==> config.mk <==
export PLATFORM = sky130hd
export DESIGN_NAME = bilinear_coord_gen
export DESIGN_NICKNAME = d
export VERILOG_FILES = /design/src/rtl/bilinear_coord_gen.sv
export SDC_FILE = /design/constraint.sdc
export NUM_CORES = 2
export LEC_CHECK = 0
export ABC_AREA = 1
export CAP_MARGIN = 20
export CORE_MARGIN = 2
export CORE_UTILIZATION = 55
export CTS_BUF_LIST = sky130_fd_sc_hd__clkbuf_2
export DETAILED_ROUTE_END_ITERATION = 12
export PLACE_DENSITY = 0.73
export SYNTH_ARGS = -nofsm -noshare
export SYNTH_HDL_FRONTEND = slang
export SYNTH_SLANG_ARGS = --single-unit
==> constraint.sdc <==
create_clock -name clk_i -period 45.3 [get_ports clk_i]
set_input_delay 11.325 -clock clk_i [delete_from_list [all_inputs] [get_ports clk_i]]
set_output_delay 11.325 -clock clk_i [all_outputs]
set_load 0.005 [all_outputs]
==> src/rtl/bilinear_coord_gen.sv <==
// Bilinear scaler source-coordinate generator: per-frame scale division, then a raster
// walk emitting source window corners and fixed-point weights on a valid/ready stream.
module bilinear_coord_gen #(
  parameter int unsigned FIX_WIDTH = 12,
  parameter int unsigned DIM_WIDTH = 16
) (
  input  logic                 clk_i,
  input  logic                 rst_i,
  input  logic                 start_i,
  input  logic [DIM_WIDTH-1:0] src_width_i,
  input  logic [DIM_WIDTH-1:0] src_height_i,
  input  logic [DIM_WIDTH-1:0] dest_width_i,
  input  logic [DIM_WIDTH-1:0] dest_height_i,
  output logic                 busy_o,
  output logic                 done_o,
  input  logic                 tready_i,
  output logic                 tvalid_o,
  output logic [DIM_WIDTH-1:0] x0_o,
  output logic [DIM_WIDTH-1:0] x1_o,
  output logic [DIM_WIDTH-1:0] y0_o,
  output logic [DIM_WIDTH-1:0] y1_o,
  output logic [FIX_WIDTH-1:0] weight00_o,
  output logic [FIX_WIDTH-1:0] weight01_o,
  output logic [FIX_WIDTH-1:0] weight10_o,
  output logic [FIX_WIDTH-1:0] weight11_o,
  output logic                 sof_o,
  output logic                 eol_o
);

  localparam int unsigned SW = DIM_WIDTH + FIX_WIDTH;
  localparam int unsigned AW = DIM_WIDTH + SW;
  localparam int unsigned CW = $clog2(SW);

  typedef enum logic [2:0] {S_IDLE, S_DIVX, S_DIVY, S_LOAD, S_RUN, S_DONE} state_t;

  typedef struct packed {
    logic [DIM_WIDTH-1:0] c0;
    logic [DIM_WIDTH-1:0] c1;
    logic [FIX_WIDTH-1:0] f;
  } axis_t;

  state_t               state_q;
  logic [DIM_WIDTH-1:0] src_w_q, src_h_q, dst_w_q, dst_h_q;
  logic [SW-1:0]        div_q_q, scale_x_q, scale_y_q;
  logic [DIM_WIDTH-1:0] div_r_q;
  logic [CW-1:0]        div_cnt_q;
  logic [DIM_WIDTH-1:0] dx_q, dy_q, dx_d, dy_d;
  logic [AW-1:0]        acc_x_q, acc_y_q, acc_x_d, acc_y_d;

  // Coordinates at or past the last source column/row collapse to an edge pixel with no fraction.
  function automatic axis_t map_axis(input logic [AW-1:0] acc, input logic [DIM_WIDTH-1:0] size);
    logic [AW-FIX_WIDTH-1:0] ipart;
    logic [DIM_WIDTH-1:0]    last;
    axis_t                   r;
    ipart = acc[AW-1:FIX_WIDTH];
    last  = size - DIM_WIDTH'(1);
    if (ipart >= (AW-FIX_WIDTH)'(last)) begin
      r.c0 = last;
      r.f  = '0;
    end else begin
      r.c0 = ipart[DIM_WIDTH-1:0];
      r.f  = acc[FIX_WIDTH-1:0];
    end
    r.c1 = (r.c0 == last) ? r.c0 : r.c0 + DIM_WIDTH'(1);
    return r;
  endfunction

  function automatic logic [FIX_WIDTH-1:0] wmul(input logic [FIX_WIDTH:0] a, input logic [FIX_WIDTH:0] b);
    logic [2*FIX_WIDTH+1:0] p;
    p = {{(FIX_WIDTH+1){1'b0}}, a} * {{(FIX_WIDTH+1){1'b0}}, b};
    if (|p[2*FIX_WIDTH+1:2*FIX_WIDTH]) return '1;
    return p[2*FIX_WIDTH-1:FIX_WIDTH];
  endfunction

  // Restoring divider step: shift one dividend bit into the partial remainder per cycle.
  logic [DIM_WIDTH-1:0] div_den;
  logic [DIM_WIDTH:0]   div_trial, div_diff;
  logic                 div_ge;
  logic [DIM_WIDTH-1:0] div_r_d;
  logic [SW-1:0]        div_q_d;
  logic                 div_last;

  assign div_den   = (state_q == S_DIVY) ? dst_h_q : dst_w_q;
  assign div_trial = {div_r_q, div_q_q[SW-1]};
  assign div_diff  = div_trial - {1'b0, div_den};
  assign div_ge    = div_trial >= {1'b0, div_den};
  assign div_r_d   = div_ge ? div_diff[DIM_WIDTH-1:0] : div_trial[DIM_WIDTH-1:0];
  assign div_q_d   = {div_q_q[SW-2:0], div_ge};
  assign div_last  = div_cnt_q == CW'(SW - 1);

  logic last_col, last_row, xfer, load_beat;
  assign last_col  = dx_q == dst_w_q - DIM_WIDTH'(1);
  assign last_row  = dy_q == dst_h_q - DIM_WIDTH'(1);
  assign xfer      = tvalid_o && tready_i;
  assign load_beat = (state_q == S_LOAD) || (state_q == S_RUN && xfer && !(last_col && last_row));

  always_comb begin
    dx_d    = '0;
    dy_d    = '0;
    acc_x_d = '0;
    acc_y_d = '0;
    if (state_q == S_RUN) begin
      if (last_col) begin
        dy_d    = dy_q + DIM_WIDTH'(1);
        acc_y_d = acc_y_q + AW'(scale_y_q);
      end else begin
        dx_d    = dx_q + DIM_WIDTH'(1);
        dy_d    = dy_q;
        acc_x_d = acc_x_q + AW'(scale_x_q);
        acc_y_d = acc_y_q;
      end
    end
  end

  axis_t              ax, ay;
  logic [FIX_WIDTH:0] fx_e, fy_e, ofx, ofy;
  assign ax   = map_axis(acc_x_d, src_w_q);
  assign ay   = map_axis(acc_y_d, src_h_q);
  assign fx_e = {1'b0, ax.f};
  assign fy_e = {1'b0, ay.f};
  assign ofx  = {1'b1, {FIX_WIDTH{1'b0}}} - fx_e;
  assign ofy  = {1'b1, {FIX_WIDTH{1'b0}}} - fy_e;

  always_ff @(posedge clk_i or posedge rst_i) begin
    if (rst_i) begin
      state_q <= S_IDLE;
      src_w_q <= '0; src_h_q <= '0; dst_w_q <= '0; dst_h_q <= '0;
      div_q_q <= '0; div_r_q <= '0; div_cnt_q <= '0;
      scale_x_q <= '0; scale_y_q <= '0;
      dx_q <= '0; dy_q <= '0; acc_x_q <= '0; acc_y_q <= '0;
      busy_o <= 1'b0; done_o <= 1'b0; tvalid_o <= 1'b0;
      x0_o <= '0; x1_o <= '0; y0_o <= '0; y1_o <= '0;
      weight00_o <= '0; weight01_o <= '0; weight10_o <= '0; weight11_o <= '0;
      sof_o <= 1'b0; eol_o <= 1'b0;
    end else begin
      case (state_q)
        S_IDLE: begin
          if (start_i) begin
            src_w_q <= src_width_i;
            src_h_q <= src_height_i;
            dst_w_q <= dest_width_i;
            dst_h_q <= dest_height_i;
            busy_o  <= 1'b1;
            if (src_width_i == '0 || src_height_i == '0 || dest_width_i == '0 || dest_height_i == '0) begin
              done_o  <= 1'b1;
              state_q <= S_DONE;
            end else begin
              div_q_q   <= {src_width_i, {FIX_WIDTH{1'b0}}};
              div_r_q   <= '0;
              div_cnt_q <= '0;
              state_q   <= S_DIVX;
            end
          end
        end
        S_DIVX, S_DIVY: begin
          div_q_q   <= div_q_d;
          div_r_q   <= div_r_d;
          div_cnt_q <= div_cnt_q + CW'(1);
          if (div_last) begin
            div_r_q   <= '0;
            div_cnt_q <= '0;
            if (state_q == S_DIVX) begin
              scale_x_q <= div_q_d;
              div_q_q   <= {src_h_q, {FIX_WIDTH{1'b0}}};
              state_q   <= S_DIVY;
            end else begin
              scale_y_q <= div_q_d;
              state_q   <= S_LOAD;
            end
          end
        end
        S_LOAD: begin
          tvalid_o <= 1'b1;
          state_q  <= S_RUN;
        end
        S_RUN: begin
          if (xfer && last_col && last_row) begin
            tvalid_o <= 1'b0;
            done_o   <= 1'b1;
            state_q  <= S_DONE;
          end
        end
        S_DONE: begin
          done_o  <= 1'b0;
          busy_o  <= 1'b0;
          state_q <= S_IDLE;
        end
        default: state_q <= S_IDLE;
      endcase

      if (load_beat) begin
        dx_q       <= dx_d;
        dy_q       <= dy_d;
        acc_x_q    <= acc_x_d;
        acc_y_q    <= acc_y_d;
        x0_o       <= ax.c0;
        x1_o       <= ax.c1;
        y0_o       <= ay.c0;
        y1_o       <= ay.c1;
        weight00_o <= wmul(ofx, ofy);
        weight01_o <= wmul(fx_e, ofy);
        weight10_o <= wmul(ofx, fy_e);
        weight11_o <= wmul(fx_e, fy_e);
        sof_o      <= (dx_d == '0) && (dy_d == '0);
        eol_o      <= dx_d == dst_w_q - DIM_WIDTH'(1);
      end
    end
  end

endmodule

* Yosys cells after proc, flatten, opt, wreduce, memory -nomap -nowiden
Index checks and enable logic that the tools add are counted.
** Word-level totals
- Bits in registers :: 409
- Latch bits :: 0
- Bits in writable memories :: 0
- ROM bits :: 0
- Input port bits :: 68
- Output and inout bits :: 117
- Word-level logic and storage cells :: 160
- Memories kept :: 0
** Operators by class
- Add/subtract/negate cells :: 14
- Multipliers :: 4
- Divide/modulo/power cells :: 0
- Order comparisons :: 3
- Equality and inequality tests :: 16
- Shifts and indexed selects :: 0
- Multiplexer cells :: 59
- Bitwise logic cells :: 1
- Reductions and logical operators :: 36
** Operators with widths (number)
- $mux 16 :: 13
- $mux 44 :: 4
- $mux 12 :: 10
- $mux 28 :: 4
- $logic_not 16->1 :: 6
- $add 44x28->44 :: 2
- $eq 16x16->1 :: 5
- $add 16x1->16 const B :: 4
- $ge 32x16->1 :: 2
- $sub 16x1->16 const B :: 4
- $pmux 28 s2 :: 1
- $pmux 16 s2 :: 1
- $mul 13x13->26 :: 1
- $sub 13x12->13 const A :: 2
- $mul 12x13->25 :: 1
- $mul 13x12->25 :: 1
- $mul 12x12->24 :: 1
- $ge 17x16->1 :: 1
- $sub 16x16->16 :: 1
- $mux 5 :: 3
- $mux 1 :: 14
- $mux 3 :: 4
- $pmux 3 s4 :: 1
- $reduce_and 3->1 :: 4
- 21 further kinds :: 43

* Logic depth before layout (Yosys ltp)
- Word-level depth :: 12
- Mapped depth :: 68
- Mapped depth without buffers :: 64

* Worst setup path before layout
No wires, ideal clock.
- Path type :: in2reg
- Start point :: in src_height_i[14]
- End point :: reg div_q_q[10]
- Library setup time :: 0.138 ns
- Data arrival time :: 12.591 ns
- Data required time :: 45.162 ns
- Slack :: 32.571 ns
- Stages on the path :: 11
- Buffers on the path :: 2
- Path through :: inv_1 -> nand4_1 -> nor3_1 -> nand3_1 -> nand4_1 -> nand2_1 -> nand2_1 -> nor2_1 -> clkbuf_1 -> clkbuf_1 -> o22ai_1
** On the way
- Word-level cells in the longest chain between the ends :: 6
** RTL lines
- start, declared :: RTL line 11 : input logic [DIM_WIDTH-1:0] src_height_i,
- $logic_not 16->1 :: RTL line 144 : if (src_width_i == '0 || src_height_i == '0 || dest_width_i == '0 || dest_height_i == '0) begin
- $logic_or 1x1->1 (3 in a row) :: RTL line 144
- $ne 2x2->1 (no source line)
- $reduce_and 3->1 (no source line)
- end signal, assigned :: RTL line 148 : div_q_q <= {src_width_i, {FIX_WIDTH{1'b0}}};
- end signal, assigned :: RTL line 156 : div_q_q <= div_q_d;
- end signal, assigned :: RTL line 164 : div_q_q <= {src_h_q, {FIX_WIDTH{1'b0}}};
- end, declared :: RTL line 44 : logic [SW-1:0] div_q_q, scale_x_q, scale_y_q;
Every way passes these cells.
A chain may end at the register's enable or synchronous reset.

* Worst setup path after layout
- Start point :: reg dst_w_q[0]
- End point :: reg weight00_o[10]
** On the way
- Word-level cells in the longest chain between the ends :: 12
- Elaborated cells on any way between the ends :: 21
- Classes of those cells :: add/sub (3); mul (1); order compare (2); eq/ne (1); mux (9); reduce/logical (5)
** RTL lines
- start, declared :: RTL line 43 : logic [DIM_WIDTH-1:0] src_w_q, src_h_q, dst_w_q, dst_h_q;
- start signal, assigned :: RTL line 141 : dst_w_q <= dest_width_i;
- $sub 16x1->16 * :: RTL line 92 : assign last_col = dx_q == dst_w_q - DIM_WIDTH'(1);
- $eq 16x16->1 * :: RTL line 92
- $mux 44 :: RTL line 103 : if (last_col) begin
- $mux 44 :: RTL line 102 : if (state_q == S_RUN) begin
- $ge 32x16->1 :: RTL line 57 : if (ipart >= (AW-FIX_WIDTH)'(last)) begin
- $mux 12 :: RTL line 57
- $sub 13x12->13, on equally long branches :: RTL line 121, 122
- $mul 13x13->26 :: RTL line 70 : p = {{(FIX_WIDTH+1){1'b0}}, a} * {{(FIX_WIDTH+1){1'b0}}, b};
- $reduce_or 2->1 :: RTL line 71 : if (|p[2*FIX_WIDTH+1:2*FIX_WIDTH]) return '1;
- $mux 1 :: RTL line 71
- $mux 1 :: RTL line 191 : if (load_beat) begin
- $mux 12 :: RTL line 72 : return p[2*FIX_WIDTH-1:FIX_WIDTH];
- end signal, assigned :: RTL line 200 : weight00_o <= wmul(ofx, ofy);
- end, declared :: RTL line 22 : output logic [FIX_WIDTH-1:0] weight00_o,
Mark *: on every way between the ends. The rest lies on a longest branch, timed or not. The select of a mux whose other input is x is not followed.

==> impl_results.md <==
* Tot GR Track Use at 0.3539
* Vias at 45990
* Setup violators final at 0
* Startpoint Class: register
* Clock sinks at 409
* Commonest non-fill, non-tap cell in the layout: nand2_1
* Worst hold margin at 0.4754 ns
* Final Max Slew Viols at 0
* Worst rel slew slack at 0.2844
* Final WL at 158300 um
* Clock Path Buffers at 3
* Skew final at 0.1517 ns
* Setup_tns at 0 ns
* Fillers at 8494
* Clk network pwr share at 0.199
* CORE AREA at 0.08797 mm2
* Worst Tran Pin Value at 1.071 ns
* Cell Area, Synth at 0.04860 mm2
* CTS tree: yes
* Worst IR drop on VDD at 0.00003275 V
* CP arrival at 15.44 ns
* RSZ-0062 raised after global routing: false
* Most frequent cells in the layout: nand2_1 (1873), inv_1 (1157), nor2_1 (707)
* Clock period minus worst slack at 14.24 ns
* Yosys warning count at 0
* Final hold violation count at 0
* Fin nets at 7841
* # placed instances at 8022
* Post-DR vias/cell at 5.590
* Crit path largest cell delay at 0.80 ns
* Die ar. at 0.09075 mm2
* First-pass GRT wire length at 249900 um
* Synthesis-stage register bit count at 409
* Area Overhead vs Synth at 8.113%
* Fin util at 0.5973
* Die Span X at 301.2 um
* Routed len/inst at 19.25 um
* Die boundary height at 301.2 um
* Achievable frequency at 0.07020 GHz
* Initial antenna violation count at 4
* Clk_lat worst skew at 1.31 ns
* # IOs at 185
* Detail Route Antenna Nets at 0
* Dpl ws at 30.56 ns
* Tcrit/Tclk final at 0.3144
* Seq pwr share at 0.364
* Int Power at 0.0008678 W
* Combinational share of power at 0.437
* Class of the worst hold path: reg2reg
* H-tree levels at 3
* Unique cell type count in the Yosys netlist at 56
* Initial core utilization at 0.5524
* Congestion Overflow GR at 0
* CP max-delay cell: nor2_1
* Pin count of the biggest net entering global routing at 158
* Routability Congestion at 1.015
* Net switching share of the total power at 0.4512
* Cell mode on critical path: nand2_1
* Clk pin slew, worst setup/hold paths at 0.11 ns
* P_sw at 0.0007133 W
* HPWL Detailed at 126200 um
* Mean Syn Cell Area at 7.096 um2
* TritonCTS buffer count at 114
* IO Port Bufs at 184
* Post-synthesis cell count at 6848
* Site Rows at 109
* Mapped Nets at 7714
* Post-CTS Hold Fix Bufs at 0
* Max Cap Viol at 0
* Post_cts resized at 0
* Max FO, Critical Path at 45
* Leakage at 27.38 nW
* Worst setup EP type: register
* CP required at 46.49 ns
* Status: finished clean
* CTS root buf: clkbuf_2
* Initial DRC Count at 4373
* Post-CTS Setup Repair Bufs at 0
* DRC violations left at 0
* Post-route setup slack at 31.06 ns
* PD cells at 30.10 mW/mm2
* Vias in the first global route at 44950
* DR pass1 iterations at 9
* Post-synthesis sequential area ratio at 0.2106
* Layout cells sized above 1 at 0.04348
* Fin cells at 8227
* Setup CP Type: reg2reg
==> power by group through the flow <==
stage / Combinational, W / Clock, W / Sequential (W)
after floorplan: 0.000434 / 0 / 0.000546
after detailed placement: 0.000679 / 0 / 0.000578
final: 0.000691 / 0.000314 / 0.000576
after global placement: 0.000668 / 0 / 0.000577
after CTS: 0.000683 / 0.000321 / 0.000573
after global routing: 0.000764 / 0.000339 / 0.000588
==> per-stage QoR <==
step,total power [W],cell area [um2]
2_1_floorplan,0.0009796,48600
3_3_place_gp,0.001245,51320
3_5_place_dp,0.001257,51320
4_1_cts,0.001577,52490
5_1_grt,0.001691,52540
6_report,0.001581,52540
==> cell type report <==
cell class	instances	area (um2)	share of cell area
sequential	409	10230	0.1948
multi-input combinational	5047	33050	0.6291
antenna	2	5.005	0.00009526
clock inverter	45	387.9	0.007383
tap	1165	1458	0.02774
timing repair buffer	224	2180	0.04149
inverter	1179	4438	0.08447
clock buffer	156	780.7	0.01486
==> worst paths after layout <==
kind,to,slack [ns],startpoint,depth (start not counted)
min reg2reg,x0_o[2]$_DFFE_PP0P_,0.48,x0_o[2]$_DFFE_PP0P_,2
min in group asynchronous,dst_h_q[3]$_DFFE_PP0P_,10.56,rst_i,2
max reg2reg,weight00_o[10]$_DFFE_PP0P_,31.06,dst_w_q[0]$_DFFE_PP0P_,57
max in group asynchronous,x0_o[15]$_DFFE_PP0P_,33.12,rst_i,3
max,weight00_o[10]$_DFFE_PP0P_,31.06,dst_w_q[0]$_DFFE_PP0P_,57
min,x0_o[2]$_DFFE_PP0P_,0.48,x0_o[2]$_DFFE_PP0P_,2
==> logic make-up (layout without fill, tap and decap cells) <==
group                    Yosys count  after routing  synth area share
AND/OR/NAND/NOR                 3165           3165            0.2670
AO/OA/AOI/OAI                    856            856           0.09678
adder cells (fa/ha/maj)          798            798            0.2734
flip-flops                       409            409            0.2106
other                              0              2                 0
multiplexers                      19             19          0.004403
buffers and inverters           1392           1604            0.1101
XOR/XNOR                         209            209           0.03767
==> sequential cells by signal (all words and copies together) (netlist names), 16 cells and up <==
signal / flops
scale_x_q: 28
div_r_q: 16
dst_w_q: 16
y0_o: 16
acc_x_q: 44
dy_q: 16
x1_o: 16
scale_y_q: 28
dx_q: 16
acc_y_q: 44
x0_o: 16
y1_o: 16
src_h_q: 16
div_q_q: 28
src_w_q: 16
dst_h_q: 16
==> routing by layer <==
metal | part of all wire | GRT usage
met5 | 0.00013 | 0
met4 | 0.043 | 0.1399
met3 | 0.099 | 0.08220
met2 | 0.43 | 0.5323
met1 | 0.43 | 0.4941
==> cells in the mapped netlist (all sizes together) <==
cell / n / area [um2]
o32ai: 2 / 17.52
a221oi: 4 / 35.03
a22o: 3 / 26.28
nand3: 305 / 1574
o21bai: 13 / 97.59
xor2: 136 / 1191
and2: 8 / 50.05
nand2: 1889 / 7136
a32o: 9 / 90.09
o221ai: 3 / 26.28
xnor2: 73 / 639.4
nor3: 86 / 441.7
clkinv: 15 / 56.30
nor4: 37 / 231.5
nor2: 724 / 2784
a21o: 7 / 52.55
nand4: 78 / 488.0
ha: 358 / 4479
o2111ai: 2 / 17.52
o211a: 2 / 20.02
mux2: 19 / 214.0
fa: 440 / 8808
a21oi: 308 / 1541
o21ai: 400 / 2051
nor3b: 5 / 37.54
o22ai: 15 / 93.84
o221a: 1 / 11.26
a2111oi: 5 / 43.79
buf: 57 / 340.3
a31o: 1 / 8.760
clkbuf: 156 / 585.6
o211ai: 19 / 142.6
o21a: 14 / 105.1
and3: 2 / 12.51
dfrtp: 409 / 10230
or2: 11 / 68.82
a31oi: 30 / 187.7
a211oi: 6 / 45.04
nand3b: 20 / 150.1
inv: 1164 / 4369
o31ai: 12 / 90.09
==> worst max-delay path: cells and delay by family, from the launching register on <==
kind,cells,cell delay (ns)
simple gates,28,5.46
buf+inv,13,3.32
fa+ha+maj,8,3.24
compound gates,8,1.59
flops,1,0.46
(Power assumes the default switching activity.)
